===== config.mk =====
export PLATFORM = sky130hd
export DESIGN_NAME = serial_adder
export DESIGN_NICKNAME = d
export VERILOG_FILES = /design/src/rtl/serial_adder.sv
export SDC_FILE = /design/constraint.sdc
export NUM_CORES = 1
export LEC_CHECK = 0
export CAP_MARGIN = 40
export CORE_ASPECT_RATIO = 2
export CORE_UTILIZATION = 30
export CTS_CLUSTER_DIAMETER = 40
export DETAILED_ROUTE_END_ITERATION = 10
export PLACE_DENSITY_LB_ADDON = 0.1
export SLEW_MARGIN = 20
export SYNTH_ARGS = -nofsm -noshare
export SYNTH_HDL_FRONTEND = slang
export SYNTH_SLANG_ARGS = --single-unit

===== constraint.sdc =====
create_clock -name clk -period 1.76 [get_ports clk]
set_input_delay 0.264 -clock clk [delete_from_list [all_inputs] [get_ports clk]]
set_output_delay 0.264 -clock clk [all_outputs]
set_load 0.01 [all_outputs]

===== src/rtl/serial_adder.sv =====
`default_nettype none
//============================================================================
// Module      : serial_adder
// Description : Multi-cycle WIDTH-bit adder with carry-in. Adds DIGIT bits
//               per clock, least-significant digit first, behind a
//               start/busy/done handshake. Results are registered and only
//               updated on the completion edge.
//               Optional build macro SERIAL_ADDER_SUB_EN adds a 'sub' input
//               (a - b) and a registered signed-overflow output 'ovf'.
// Revision    : 1.0 - initial release
//============================================================================
module serial_adder #(
    parameter int WIDTH = 8,
    parameter int DIGIT = 1
) (
    input  logic             clk,
    input  logic             rst_n,
    input  logic             start,
    input  logic [WIDTH-1:0] a,
    input  logic [WIDTH-1:0] b,
    input  logic             cin,
`ifdef SERIAL_ADDER_SUB_EN
    input  logic             sub,
    output logic             ovf,
`endif
    output logic             busy,
    output logic             done,
    output logic [WIDTH-1:0] sum,
    output logic             cout
);

    // Number of digits per operand and the counter that walks them.
    localparam int c_NDIG = WIDTH / DIGIT;
    localparam int c_CW   = (c_NDIG > 1) ? $clog2(c_NDIG) : 1;
    localparam logic [c_CW-1:0] c_LAST = c_CW'(c_NDIG - 1);

    localparam logic [1:0] c_ST_IDLE = 2'd0;
    localparam logic [1:0] c_ST_BUSY = 2'd1;
    localparam logic [1:0] c_ST_DONE = 2'd2;

    // Reject configurations where the operand does not split into whole digits.
    generate
        if ((WIDTH < 2) || (DIGIT < 1) || (DIGIT > WIDTH) || ((WIDTH % DIGIT) != 0)) begin : g_bad_params
            $error("serial_adder: WIDTH must be >= 2 and an exact multiple of DIGIT");
        end
    endgenerate

    logic [1:0]       r_state;
    logic [1:0]       w_next_state;
    logic [WIDTH-1:0] r_a;
    logic [WIDTH-1:0] r_b;
    logic [WIDTH-1:0] r_psum;
    logic             r_carry;
    logic [c_CW-1:0]  r_cnt;

    logic             w_capture;
    logic             w_last;
    logic [WIDTH-1:0] w_b_load;
    logic             w_c_load;
    logic [DIGIT:0]   w_dsum;
    logic [WIDTH+DIGIT-1:0] w_psum_cat;
    logic [WIDTH-1:0] w_next_psum;

    // New operands are accepted whenever no addition is in flight.
    assign w_capture = start && (r_state != c_ST_BUSY);
    assign w_last    = (r_state == c_ST_BUSY) && (r_cnt == c_LAST);

`ifdef SERIAL_ADDER_SUB_EN
    // Subtraction is a + ~b + 1; the external carry-in is not used then.
    assign w_b_load = sub ? ~b : b;
    assign w_c_load = sub ? 1'b1 : cin;
`else
    assign w_b_load = b;
    assign w_c_load = cin;
`endif

    // One digit of the sum, with its carry-out in the top bit.
    assign w_dsum = {1'b0, r_a[DIGIT-1:0]}
                  + {1'b0, r_b[DIGIT-1:0]}
                  + {{DIGIT{1'b0}}, r_carry};

    // The new digit enters at the top of the partial sum; after the last
    // digit the register holds the complete sum aligned at bit 0.
    assign w_psum_cat  = {w_dsum[DIGIT-1:0], r_psum};
    assign w_next_psum = WIDTH'(w_psum_cat >> DIGIT);

`ifdef SERIAL_ADDER_SUB_EN
    logic w_ovf;
    // Signed overflow: operand sign bits agree but the result sign differs.
    assign w_ovf = (r_a[DIGIT-1] == r_b[DIGIT-1]) && (w_dsum[DIGIT-1] != r_a[DIGIT-1]);
`endif

    // State register.
    always_ff @(posedge clk or negedge rst_n) begin
        if (!rst_n) begin
            r_state <= c_ST_IDLE;
        end else begin
            r_state <= w_next_state;
        end
    end

    // Next-state logic: BUSY runs for exactly c_NDIG cycles.
    always_comb begin
        w_next_state = r_state;
        case (r_state)
            c_ST_IDLE: if (start) w_next_state = c_ST_BUSY;
            c_ST_BUSY: if (r_cnt == c_LAST) w_next_state = c_ST_DONE;
            c_ST_DONE: w_next_state = start ? c_ST_BUSY : c_ST_IDLE;
            default:   w_next_state = c_ST_IDLE;
        endcase
    end

    // Handshake outputs decoded from the state.
    always_comb begin
        busy = 1'b0;
        done = 1'b0;
        case (r_state)
            c_ST_BUSY: busy = 1'b1;
            c_ST_DONE: done = 1'b1;
            default: begin
                busy = 1'b0;
                done = 1'b0;
            end
        endcase
    end

    // Operand shift registers, running carry and digit counter.
    always_ff @(posedge clk or negedge rst_n) begin
        if (!rst_n) begin
            r_a     <= '0;
            r_b     <= '0;
            r_psum  <= '0;
            r_carry <= 1'b0;
            r_cnt   <= '0;
        end else if (w_capture) begin
            r_a     <= a;
            r_b     <= w_b_load;
            r_psum  <= '0;
            r_carry <= w_c_load;
            r_cnt   <= '0;
        end else if (r_state == c_ST_BUSY) begin
            r_a     <= r_a >> DIGIT;
            r_b     <= r_b >> DIGIT;
            r_psum  <= w_next_psum;
            r_carry <= w_dsum[DIGIT];
            r_cnt   <= r_cnt + c_CW'(1);
        end
    end

    // Visible results change only on the edge that finishes the last digit.
    always_ff @(posedge clk or negedge rst_n) begin
        if (!rst_n) begin
            sum  <= '0;
            cout <= 1'b0;
        end else if (w_last) begin
            sum  <= w_next_psum;
            cout <= w_dsum[DIGIT];
        end
    end

`ifdef SERIAL_ADDER_SUB_EN
    // Overflow flag registered alongside sum/cout.
    always_ff @(posedge clk or negedge rst_n) begin
        if (!rst_n) begin
            ovf <= 1'b0;
        end else if (w_last) begin
            ovf <= w_ovf;
        end
    end
`endif

endmodule
`default_nettype wire

==> results of run 1 <==
## cell usage after synthesis
cell,number,area [µm²]
dfrtp_1,38,951
mux2_2,34,383
mux2_4,14,210
nor2b_1,10,62.6
buf_2,3,15.0
inv_1,3,11.3
mux2i_1,3,30.0
buf_6,2,22.5
ha_1,2,25.0
nand2b_1,2,12.5
nor2_1,2,7.51
buf_12,1,20.0
buf_4,1,7.51
fa_1,1,20.0
nand3b_1,1,7.51
o22ai_1,1,6.26
## cell families (layout without fill, tap and decap cells)
family | count (synthesis) | after routing | synth area share, %
mux | 51 | 51 | 34.8
flops | 38 | 38 | 53.1
simple gates | 15 | 15 | 5.03
buf+inv | 10 | 45 | 4.26
fa+ha+maj | 3 | 3 | 2.51
compound gates | 1 | 1 | 0.349
## state kept, by name, summed over array words and instances (netlist names)
name / count
r_a: 8
r_b: 8
sum: 8
r_psum: 7
r_cnt: 3
r_state: 2
cout: 1
r_carry: 1
## through the flow
stage	std cells	power [µW]	hold slack, ns	setup WS (ns)
after global routing	214	3940	0.0913	0.0495
after floorplan	118	2460	-0.0316	0.285
after detailed placement	207	2910	0.354	0.0491
final	214	3690	0.0393	0.110
after global placement	207	2870	0.346	0.0684
after CTS	214	3770	0.0636	0.0283
## how the worst min path moves through the flow
stage                     start  endpoint
after floorplan           rst_n      cout
after global placement    rst_n    sum[7]
after detailed placement  rst_n    sum[7]
after CTS                 rst_n    sum[6]
after global routing      rst_n    sum[6]
final                     rst_n    sum[7]
## final cells by class
| class | instances | area [µm²] |
|---|---|---|
| well taps | 61 | 76.3 |
| clock buffers | 7 | 133 |
| inverters | 3 | 11.3 |
| fillers | 536 | 3410 |
| repair buffers | 35 | 360 |
| flip-flops and latches | 38 | 951 |
| multi-input cells | 70 | 764 |
## layer usage
layer	vias to the layer above	routed length, µm
met5	-	0
met4	0	71
met3	6	143
met2	24	1660
met1	495	1370
li1	471	-
## repair_timing
action,4_1_cts,5_1_grt
setup buffers,0,0
gates resized for setup,0,1
setup endpoints to repair,0,1
## where the power goes
| part | switching, µW | internal (µW) | total [µW] |
|---|---|---|---|
| Sequential | 212 | 1250 | 1470 |
| Combinational | 490 | 908 | 1400 |
| Clock | 308 | 517 | 826 |
| Total | 1010 | 2680 | 3690 |
## placed cells by master (no fill, tap or decap)
cell,synthesis,routed
dfrtp_1,38,38
clkdlybuf4s50_1,0,28
mux2_4,14,14
buf_2,3,1
o22ai_1,1,1
nand3b_1,1,1
nand2b_1,2,2
clkbuf_1,0,2
inv_1,3,3
dlymetal6s2s_1,0,1
nor2_1,2,2
nor2b_1,10,10
ha_1,2,2
clkbuf_16,0,5
mux2i_1,3,3
buf_4,1,3
mux2_2,34,34
buf_12,1,2
fa_1,1,1
==> results_dict.tcl, run 1 <==
set metrics [dict create \
    yosysUniqueCellTypes 16 \
    worst_ep_required_time_ns 1.50 \
    grt_pass1_vias 1111 \
    drt.antenna.violating_nets 0 \
    clockBufferDepth 2 \
    coreArea_um2 5710 \
    place_hpwl_um 2160 \
    syn_area_um2 1790 \
    avgViaCountPerCell 4.65 \
    post_drt_wl_per_cell_um 15.2 \
    port_buffers 30 \
    crit_chain "nor2b_1 > clkdlybuf4s50_1" \
    path_class "reg -> out" \
    drtPass1Iterations 3 \
    syn_area_per_cell_um2 15.2 \
    r2r_slack_ns 0.24 \
    hold_viol 0 \
    rsz0062_at_grt "false" \
    cts_sinks 38 \
    grt_pass1_wl_um 5450 \
    overflow 0 \
    leakage_uw 0.00107 \
    hold_path.class "in -> async" \
    final.period_utilization_pct 93.8 \
    drc 0 \
    critPathMaxStageDelay_ns 0.56 \
    cp.arrival_ns 1.39 \
    seq_area_frac_synth_pct 53.1 \
    endpoint_kind "output port" \
    synthCells 118 \
    nets 176 \
    grt.met1_usage_pct 13.1 \
    antenna_cells 0 \
    area_delta_synth_final_pct 28.1 \
    maxSlewViolCount 0 \
    rr_worst_depth 5 \
    grt_max_degree 39 \
    power_density_nw_per_um2 1610 \
    path_clk_slew_ns 0.05 \
    top_usage_layer "met2" \
    globalRouteMet2Util_pct 18.7 \
    design_area_um2 2300 \
    skew_ns 0.00148 \
    drt-initial-drc-count 9 \
    ios 31 \
    irDropWorstVdd_mv 0.831 \
    clk_latency_ns 0.27 \
    setup_viol 0 \
    setup_tns_ns 0 \
    max_slew_margin_pct 66.8 \
    grtUsageMet3_pct 3.27 \
    min_period_ns 1.65 \
    worst_setup_path_start_kind "flop" \
    place_area_um2 2160 \
    cts_made_buffers 5 \
    r2r_start "r_cnt[0]" \
    critical-path-top-delay-family "buffers and inverters" \
    wl_um 3250 \
    yosysWarnings 0 \
    finish.utilization_pct 40.2 \
    cts_tree "built" \
    via_count 996 \
    grtUsageTotal_pct 11.3 \
    die_y_um 111 \
    worst_pin_slew_ns 0.498 \
    worstReg2RegEnd "sum[7]" \
    synth-seq-cells 38 \
    routabilityCongestion 0.642 \
    root_buffer "clkbuf_16" \
    cp.buffers_inverters 1 \
    outcome "finished clean" \
    drv_cap 0 \
    slowest_stage "clkdlybuf4s50_1" \
    crit_start "r_state[0]" \
    die_w_um 56.6 \
    syn_nets 141 \
    cp-endpoint "done" \
    cp_max_fo 4 \
    antenna_found_initial 0 \
    htreeDepth 2 \
    die_area_um2 6300 \
    crit_cells 2 \
    fmax_mhz 606 \
    start_util_pct 31.4 \
    drive_gt1_share_pct 38.6 \
    cts_hold_buffers 0 \
    row_count 39 \
]
Power figures use the tool's default switching activity.
==> run 2: changes to the inputs <==
- clock period: 1.76 -> 1.7 ns (I/O delays scaled with it)
==> run 2 against run 1 <==
  * Combinational power grew 3%
  * Largest power group unchanged
  * Critical path depth is the same
  * Non-clock buffer count is the same
  * Clock power grew 4.7%
  * Sequential share of layout area grew 0.068 points
  * Critical endpoint unchanged
  * Via count grew 0.50%
  * Worst hold slack lost 0.019 ns
  * First-iteration DRC count grew to 3.3 times the previous value
==> results_dict.tcl, run 2 (synthesis results as in run 1) <==
set metrics [dict create \
    r2r_slack_ns 0.17 \
    grt_max_degree 39 \
    wl_met1_um 1310 \
    rr_worst_depth 5 \
    worstReg2RegEnd "sum[6]" \
    hold_ws_ns 0.0208 \
    power_density_nw_per_um2 1660 \
    antenna_found_initial 0 \
    drive_gt1_share_pct 38.6 \
    reg_top3 "r_a (8), r_b (8), sum (8)" \
    grtUsageTotal_pct 11.5 \
    antenna_cells 0 \
    endpoint_kind "output port" \
    hold_viol 0 \
    grt_pass1_wl_um 5440 \
    root_buffer "clkbuf_16" \
    ios 31 \
    max_slew_margin_pct 67.3 \
    leakage_uw 0.00106 \
    worst_pin_slew_ns 0.491 \
    ctsResizeCount 1 \
    clockBufferDepth 2 \
    setup_slack_ns 0.0919 \
    clk_latency_ns 0.27 \
    via_count 1001 \
    final.period_utilization_pct 94.6 \
    wl_met2_um 1700 \
    drc 0 \
    finalPower_uw 3810 \
    cts_sinks 38 \
    worst_ep_required_time_ns 1.44 \
    row_count 39 \
    cts_tree "built" \
    dp_slack_ns -0.00722 \
    cts_hold_buffers 0 \
    port_buffers 30 \
    met3_length_um 135 \
    avgViaCountPerCell 4.68 \
    die_area_um2 6300 \
    cts_setup_buffers 0 \
    nets 176 \
    cp.arrival_ns 1.35 \
    drv_cap 0 \
    min_period_ns 1.61 \
    post_drt_wl_per_cell_um 15.0 \
    r2r_start "r_cnt[0]" \
    maxSlewViolCount 0 \
    outcome "finished clean" \
    fmax_mhz 622 \
    path_class "reg -> out" \
    start_util_pct 31.4 \
    grt_pass1_vias 1140 \
    final_common_cell "dfrtp_1" \
    htreeDepth 2 \
    die_w_um 56.6 \
    cts_made_buffers 5 \
    finish.utilization_pct 40.1 \
    irDropWorstVdd_mv 1.08 \
    rsz0062_at_grt "false" \
    hold_path.class "in -> async" \
    drt-initial-drc-count 30 \
    place_hpwl_um 2120 \
    coreArea_um2 5710 \
    skew_ns 0.00388 \
    overflow 0 \
    highest_layer "met4" \
    routabilityCongestion 0.653 \
    n_fill_cell 564 \
    drt.antenna.violating_nets 0 \
    drtPass1Iterations 2 \
    final_cell_mix "dfrtp_1 (38), mux2_2 (34), clkdlybuf4s50_1 (28), mux2_4 (14), nor2b_1 (10)" \
    path_clk_slew_ns 0.06 \
    die_y_um 111 \
    worst_setup_path_start_kind "flop" \
    setup_viol 0 \
    area_delta_synth_final_pct 27.9 \
    cp_max_fo 4 \
    wl_um 3210 \
]
[run 2: cell types whose count changed in the layout (fill, tap and decap cells not counted)]
cell | previous run | this run
dlygate4sd2_1 | 0 | 1
dlymetal6s2s_1 | 1 | 0
[run 2: stage by stage]
stage	std cells	instance area, µm²	TNS (ns)
finish	214	2290	0
global route	214	2290	0
CTS	214	2290	0
detailed placement	207	2160	-0.00780
global placement	207	2160	0
floorplan	118	1790	0
[run 2: routing by layer]
layer | up-vias | GRT usage (%)
li1 | 471 | -
met1 | 504 | 13.4
met2 | 22 | 18.5
met3 | 4 | 3.15
met4 | 0 | 6.34
met5 | - | 0
[run 2: worst max-delay path by stage]
stage               cells past startpoint      to  slack (ns)        from
finish                                  2    done        0.09  r_state[0]
global route                            2    done        0.03  r_state[0]
CTS                                     2    done        0.07  r_state[0]
detailed placement                      4  r_b[0]      -0.007       start
global placement                        4  r_b[5]        0.02       start
floorplan                               5    cout        0.23    r_cnt[0]
[run 2: layout make-up]
class	instances	area, µm²	area share [%]
Timing Repair Buffer	35	357	15.6
Sequential cell	38	951	41.5
Multi-Input combinational cell	70	764	33.4
Tap cell	61	76.3	3.33
Inverter	3	11.3	0.491
Clock buffer	7	133	5.79
[run 2: power breakdown]
part	switching, µW	internal (µW)	leakage [µW]
clock network	329	536	0.0000640
logic	500	935	0.000513
registers	215	1300	0.000486
total	1040	2770	0.00106
[run 2: worst max-delay path: stages (launching register included)]
cell and delay, ns:
dfrtp_1 0.40, nor2b_1 0.12, clkdlybuf4s50_1 0.56
